--- src/rtl/prio_grant_decoder_pkg.sv ---
// Shared types and defaults for the priority grant decoder and its encoder bench.
// Latency: n/a (types and constants only).
// Backpressure: n/a.
// Contents: prio_dec_state_t FSM encoding, PRIO_WIDTH / PRIO_HOLD defaults.
package prio_pkg;

    localparam int PRIO_WIDTH = 8;
    localparam int PRIO_HOLD  = 2;

    typedef enum logic [1:0] {
        IDLE  = 2'd0,
        GRANT = 2'd1,
        GAP   = 2'd2
    } prio_dec_state_t;

endpackage

--- src/rtl/prio_grant_decoder_if.sv ---
// Encoded-index in / one-hot grant out bundle between encoder, decoder and consumer.
// Latency: n/a (wires only).
// Backpressure: ready from decoder to encoder; grant_ack from consumer to decoder.
// Ports: enc/valid/ready (index beat), grant/grant_valid/grant_ack (grant), busy, err.
// master drives the beats and the ack; slave is the decoder.
interface prio_grant_decoder_if #(
    parameter int WIDTH      = prio_pkg::PRIO_WIDTH,
    parameter int ADDR_WIDTH = $clog2(WIDTH)
) ();

    logic [ADDR_WIDTH-1:0] enc;
    logic                  valid;
    logic                  ready;
    logic [WIDTH-1:0]      grant;
    logic                  grant_valid;
    logic                  grant_ack;
    logic                  busy;
    logic                  err;

    modport master (
        output enc, valid, grant_ack,
        input  ready, grant, grant_valid, busy, err
    );

    modport slave (
        input  enc, valid, grant_ack,
        output ready, grant, grant_valid, busy, err
    );

endinterface

--- src/rtl/prio_dec_fifo.sv ---
// Two-entry index buffer between the encoder beat and the grant FSM.
// Latency: data pushed at an edge is visible on dout after that edge.
// Backpressure: full when two entries held; push while full and pop while empty are ignored.
// Ports: clk, rst (sync, active-high), push/din, pop/dout, full, empty.
module prio_dec_fifo #(
    parameter int ADDR_WIDTH = 3
) (
    input  logic                  clk,
    input  logic                  rst,
    input  logic                  push,
    input  logic                  pop,
    input  logic [ADDR_WIDTH-1:0] din,
    output logic [ADDR_WIDTH-1:0] dout,
    output logic                  full,
    output logic                  empty
);

    logic [ADDR_WIDTH-1:0] mem [2];
    logic                  wr_ptr;
    logic                  rd_ptr;
    logic [1:0]            count;
    logic                  do_push;
    logic                  do_pop;

    assign full    = (count == 2'd2);
    assign empty   = (count == 2'd0);
    assign do_push = push && !full;
    assign do_pop  = pop && !empty;
    assign dout    = mem[rd_ptr];

    // Storage carries no reset: contents are only read when count says valid.
    always_ff @(posedge clk) begin
        if (do_push) begin
            mem[wr_ptr] <= din;
        end
    end

    always_ff @(posedge clk) begin
        if (rst) begin
            wr_ptr <= 1'b0;
            rd_ptr <= 1'b0;
            count  <= 2'd0;
        end else begin
            if (do_push) begin
                wr_ptr <= ~wr_ptr;
            end
            if (do_pop) begin
                rd_ptr <= ~rd_ptr;
            end
            case ({do_push, do_pop})
                2'b10:   count <= count + 2'd1;
                2'b01:   count <= count - 2'd1;
                default: count <= count;
            endcase
        end
    end

endmodule

--- src/rtl/prio_grant_decoder.sv ---
// Turns encoded winner indices back into a registered one-hot grant with min hold and a gap cycle.
// Latency: 2 cycles valid -> grant_valid from idle; back-to-back period HOLD+1 cycles.
// Backpressure: ready drops when the 2-entry buffer is full; grant held until grant_ack after HOLD.
// Ports: clk, rst (sync, active-high), bus (slave: enc/valid/ready, grant/grant_valid/grant_ack, busy, err).
// Option: PRIO_DEC_RANGE_CHECK_EN drops out-of-range indices and pulses err instead of granting zero.
module prio_grant_decoder #(
    parameter int WIDTH      = prio_pkg::PRIO_WIDTH,
    parameter int ADDR_WIDTH = $clog2(WIDTH),
    parameter int HOLD       = prio_pkg::PRIO_HOLD
) (
    input  logic                  clk,
    input  logic                  rst,
    prio_grant_decoder_if.slave   bus
);

    import prio_pkg::*;

    localparam int             CW        = $clog2(HOLD + 1);
    localparam logic [CW-1:0]  HOLD_LOAD = CW'(HOLD - 1);

    prio_dec_state_t       state;
    prio_dec_state_t       next_state;
    logic [CW-1:0]         hold_cnt;
    logic                  hold_done;
    logic [WIDTH-1:0]      grant_q;
    logic                  grant_valid_q;
    logic [WIDTH-1:0]      dec;
    logic                  accept;
    logic                  push;
    logic                  pop;
    logic                  fifo_full;
    logic                  fifo_empty;
    logic [ADDR_WIDTH-1:0] fifo_dout;

    assign bus.ready = !fifo_full && !rst;
    assign accept    = bus.valid && bus.ready;

`ifdef PRIO_DEC_RANGE_CHECK_EN
    localparam logic [ADDR_WIDTH:0] WIDTH_W = (ADDR_WIDTH + 1)'(WIDTH);

    logic in_range;
    logic err_q;

    // Out-of-range beats are consumed (ready unaffected) but never buffered.
    assign in_range = ({1'b0, bus.enc} < WIDTH_W);
    assign push     = accept && in_range;
    assign bus.err  = err_q;

    always_ff @(posedge clk) begin
        if (rst) begin
            err_q <= 1'b0;
        end else begin
            err_q <= accept && !in_range;
        end
    end
`else
    assign push    = accept;
    assign bus.err = 1'b0;
`endif

    prio_dec_fifo #(
        .ADDR_WIDTH (ADDR_WIDTH)
    ) u_fifo (
        .clk   (clk),
        .rst   (rst),
        .push  (push),
        .pop   (pop),
        .din   (bus.enc),
        .dout  (fifo_dout),
        .full  (fifo_full),
        .empty (fifo_empty)
    );

    // An index with no matching bit decodes to all-zero rather than wrapping.
    always_comb begin
        dec = '0;
        for (int i = 0; i < WIDTH; i++) begin
            if (fifo_dout == ADDR_WIDTH'(i)) begin
                dec[i] = 1'b1;
            end
        end
    end

    assign hold_done = (hold_cnt == '0);

    always_ff @(posedge clk) begin
        if (rst) begin
            state <= IDLE;
        end else begin
            state <= next_state;
        end
    end

    always_comb begin
        next_state = state;
        case (state)
            IDLE:    if (!fifo_empty) next_state = GRANT;
            GRANT:   if (hold_done && bus.grant_ack) next_state = GAP;
            GAP:     next_state = fifo_empty ? IDLE : GRANT;
            default: next_state = IDLE;
        endcase
    end

    always_comb begin
        pop = 1'b0;
        case (state)
            IDLE, GAP: pop = !fifo_empty;
            default:   pop = 1'b0;
        endcase
    end

    // grant_valid tracks next_state so it is a flop aligned with grant itself.
    always_ff @(posedge clk) begin
        if (rst) begin
            grant_q       <= '0;
            grant_valid_q <= 1'b0;
            hold_cnt      <= '0;
        end else begin
            grant_valid_q <= (next_state == GRANT);
            if (pop) begin
                grant_q  <= dec;
                hold_cnt <= HOLD_LOAD;
            end else if (state == GRANT) begin
                if (!hold_done) begin
                    hold_cnt <= hold_cnt - 1'b1;
                end
                if (next_state == GAP) begin
                    grant_q <= '0;
                end
            end
        end
    end

    assign bus.grant       = grant_q;
    assign bus.grant_valid = grant_valid_q;
    assign bus.busy        = (state != IDLE) || !fifo_empty;

endmodule

--- src/flat_wrapper.sv ---
// flat-port wrapper written by rule: the top's interface ports become plain ports
module prio_grant_decoder_flat import prio_pkg::*;
#(
    parameter int WIDTH      = prio_pkg::PRIO_WIDTH,
    parameter int ADDR_WIDTH = $clog2(WIDTH),
    parameter int HOLD       = prio_pkg::PRIO_HOLD
)
  (clk, rst, bus_enc, bus_valid, bus_grant_ack, bus_ready, bus_grant, bus_grant_valid, bus_busy, bus_err);
  prio_grant_decoder_if #(.WIDTH(WIDTH), .ADDR_WIDTH(ADDR_WIDTH)) bus_i ();
  input  logic clk;
  input  logic rst;
  input wire logic [$bits(bus_i.enc)-1:0] bus_enc;
  input wire logic [$bits(bus_i.valid)-1:0] bus_valid;
  input wire logic [$bits(bus_i.grant_ack)-1:0] bus_grant_ack;
  output wire logic [$bits(bus_i.ready)-1:0] bus_ready;
  output wire logic [$bits(bus_i.grant)-1:0] bus_grant;
  output wire logic [$bits(bus_i.grant_valid)-1:0] bus_grant_valid;
  output wire logic [$bits(bus_i.busy)-1:0] bus_busy;
  output wire logic [$bits(bus_i.err)-1:0] bus_err;
  assign bus_i.enc = bus_enc;
  assign bus_i.valid = bus_valid;
  assign bus_i.grant_ack = bus_grant_ack;
  assign bus_ready = bus_i.ready;
  assign bus_grant = bus_i.grant;
  assign bus_grant_valid = bus_i.grant_valid;
  assign bus_busy = bus_i.busy;
  assign bus_err = bus_i.err;
  prio_grant_decoder #(.WIDTH(WIDTH), .ADDR_WIDTH(ADDR_WIDTH), .HOLD(HOLD)) u_core (.clk(clk), .rst(rst), .bus(bus_i));
endmodule
--- config.mk ---
export PLATFORM = sky130hd
export DESIGN_NAME = prio_grant_decoder_flat
export DESIGN_NICKNAME = d
export VERILOG_FILES = /design/src/rtl/prio_grant_decoder_pkg.sv /design/src/rtl/prio_grant_decoder_if.sv /design/src/rtl/prio_dec_fifo.sv /design/src/rtl/prio_grant_decoder.sv /design/src/flat_wrapper.sv
export SDC_FILE = /design/constraint.sdc
export NUM_CORES = 1
export LEC_CHECK = 0
export ABC_AREA = 1
export BUFFER_PORTS_ARGS = -buffer_cell sky130_fd_sc_hd__buf_2
export CAP_MARGIN = 20
export CORE_UTILIZATION = 57
export DETAILED_ROUTE_END_ITERATION = 12
export PLACE_DENSITY = 0.92
export REMOVE_ABC_BUFFERS = 1
export SETUP_SLACK_MARGIN = 0.2
export SYNTH_ARGS = -nofsm -noshare
export SYNTH_HDL_FRONTEND = slang
export SYNTH_SLANG_ARGS = --single-unit
--- constraint.sdc ---
create_clock -name clk -period 4.3 [get_ports clk]
set_input_delay 0.43 -clock clk [delete_from_list [all_inputs] [get_ports clk]]
set_output_delay 0.43 -clock clk [all_outputs]
set_load 0.05 [all_outputs]
==> flow_metrics.env <==
export IMPL_status="finished clean"
export IMPL_drtIter0Drc=18
export IMPL_end_kind="output port"
export IMPL_cts_root_buf="clkbuf_4"
export IMPL_antenna_found_initial=0
export IMPL_die_x_microns=44.7
export IMPL_grt_start_max_net_pins=15
export IMPL_start_util_pct=60.3
export IMPL_path_max_fanout=7
export IMPL_via_per_inst=5.25
export IMPL_syn_inst=136
export IMPL_power_density_nw_per_um2=710
export IMPL_drv_slew=0
export IMPL_wirelength_microns=1970
export IMPL_core_sq_um=1730
export IMPL_ctsHoldBuffers=0
export IMPL_final_nets=164
export IMPL_die_area_sq_um=2000
export IMPL_period_share_pct=40.5
export IMPL_cp_buffers_inverters=2
export IMPL_syn_to_final_growth_pct=13.6
export IMPL_first_pass_iters=5
export IMPL_rsz0062_at_grt="no"
export IMPL_ctsResizeCount=0
export IMPL_yosys_warnings=0
export IMPL_drv_cap=0
export IMPL_gr_total_overflow=0
export IMPL_power_total_mw=0.840
export IMPL_skew_ns=0.0118
export IMPL_drc=0
export IMPL_cts_tree="done"
export IMPL_rows=15
export IMPL_cts_buffer_depth=2
export IMPL_cpPeakStageDelay_ns=0.49
export IMPL_finish_utilization_pct=68.5
export IMPL_drive_gt1_share_pct=16.9
export IMPL_tns_ns=0
export IMPL_numPortBuffers=17
export IMPL_crit_path_start_kind="flip-flop"
export IMPL_grt_pass1_vias=862
export IMPL_h_tree_depth=1
export IMPL_hold_violations=0
export IMPL_antenna_left=0
export IMPL_track_usage_pct=21.8
export IMPL_clk_pin_slew_ns=0.14
export IMPL_cpLargestDelayFamily="flip-flops"
export IMPL_yosysUniqueCellTypes=18
export IMPL_max_slew_margin_pct=62.6
export IMPL_setup_violations=0
export IMPL_period_needed_ns=1.74
export IMPL_grt_pass1_wl_microns=3220
export IMPL_dp_hpwl_microns=1500
export IMPL_max_freq_mhz=574
export IMPL_hold_path_class="in2reg"
export IMPL_cts_made_buffers=3
export IMPL_p_leak_nw=0.583
export IMPL_clk_latency_ns=0.31
export IMPL_antenna_cells=0
export IMPL_ys_ff_latch=24
export IMPL_place_congestion=0.840
export IMPL_path_cells="inv_2, a21oi_2, buf_2"
export IMPL_critPathArrivalTime_ns=1.31
export IMPL_boundaryPins=19
export IMPL_cp_required_ns=3.87
export IMPL_cts_sinks=24
export IMPL_cts_setup_buffers=0
export IMPL_yosysSeqAreaShare_pct=51.9
export IMPL_peakVddDrop_mv=0.375
export IMPL_fin_ws_ns=2.56
export IMPL_synth_area_sq_um=1040
export IMPL_slowest_stage="dfxtp_1"
export IMPL_avgRoutedWirePerCell_microns=11.0
export IMPL_place_ws_ns=2.57
export IMPL_dieHeight_microns=44.7
export IMPL_criticalPathCategory="reg2out"
export IMPL_worstMarginPinSlew_ns=0.561
export IMPL_synth_area_per_cell_sq_um=7.65
export IMPL_vias=940
per-stage QoR:
stage                     hold WS (ns)  area, sq um  instances
after floorplan                  0.425         1020        133
after global placement           0.436         1130        175
after detailed placement         0.448         1130        175
after CTS                        0.302         1180        179
after global routing             0.288         1180        179
final                            0.309         1180        179
sequential cells by signal (all words and copies together), names as in the netlist, named ones only:
| register | count |
|---|---|
| u_core.bus.grant | 8 |
| u_core.u_fifo.mem | 6 |
| u_core.hold_cnt | 2 |
| u_core.state | 2 |
| u_core.u_fifo.count | 2 |
| u_core.bus.grant_valid | 1 |
| u_core.u_fifo.rd_ptr | 1 |
| u_core.u_fifo.wr_ptr | 1 |
metal layers:
| layer | track usage, % | part of all wire, % | vias up |
|---|---|---|---|
| met5 | 0 | 0 | - |
| met4 | 9.70 | 1.1 | 0 |
| met3 | 4.40 | 4.7 | 4 |
| met2 | 39.1 | 52 | 30 |
| met1 | 24.8 | 42 | 442 |
| li1 | - | - | 464 |
cells in the final DEF (no fill, tap or decap):
| cell | netlist | layout |
|---|---|---|
| edfxtp_1 | 6 | 6 |
| ha_1 | 2 | 2 |
| dfxtp_1 | 18 | 18 |
| inv_1 | 17 | 17 |
| clkbuf_16 | 0 | 1 |
| clkbuf_4 | 0 | 3 |
| o21ai_2 | 1 | 1 |
| a21oi_1 | 14 | 14 |
| nor2_1 | 15 | 15 |
| nand4_1 | 1 | 1 |
| nand3_1 | 13 | 13 |
| o21ai_0 | 2 | 2 |
| nand2_1 | 39 | 39 |
| buf_2 | 0 | 17 |
| conb_1 | 1 | 1 |
| a21oi_2 | 1 | 1 |
| nor2_2 | 1 | 1 |
| inv_2 | 2 | 2 |
power by group:
part | internal (mW) | switching [mW]
Clock | 0.0710 | 0.0671
Sequential | 0.282 | 0.0415
Combinational | 0.101 | 0.277
path summary, 6_finish.rpt:
kind / start / to / slack, ns / depth (start not counted)
setup / recovery: u_core.u_fifo.count[0] / bus_ready / 2.56 / 3
hold / removal: bus_enc[2] / u_core.u_fifo.mem[1][2] / 0.31 / 1
setup reg to reg: u_core.u_fifo.count[0] / u_core.u_fifo.count[1] / 2.65 / 10
hold reg to reg: u_core.u_fifo.rd_ptr / u_core.u_fifo.rd_ptr / 0.46 / 1
cell families after synthesis:
logic type / synth area share, %
AND/OR/NAND/NOR: 26.9
flip-flops: 51.9
buffers and inverters: 9.01
AO/OA/AOI/OAI: 9.38
adder cells (fa/ha/maj): 2.40
other: 0.360
area by class of cell:
| cell class | instances | area, sq um |
|---|---|---|
| Timing Repair Buffer | 17 | 85.1 |
| Multi-Input combinational cell | 90 | 407 |
| Fill cell | 142 | 544 |
| Sequential cell | 24 | 541 |
| Clock buffer | 4 | 47.5 |
| Tap cell | 25 | 31.3 |
| Inverter | 19 | 71.3 |
cell usage after synthesis, drive strengths merged:
cell type	count	area share, %
nand2	39	14
inv	19	6.9
dfxtp	18	35
nor2	16	6.0
a21oi	15	7.6
nand3	13	6.2
edfxtp	6	17
o21ai	3	1.8
buf	2	1.8
ha	2	2.4
clkbuf	1	0.36
conb	1	0.36
nand4	1	0.60
Note: power is estimated with default switching activity, not from simulation.
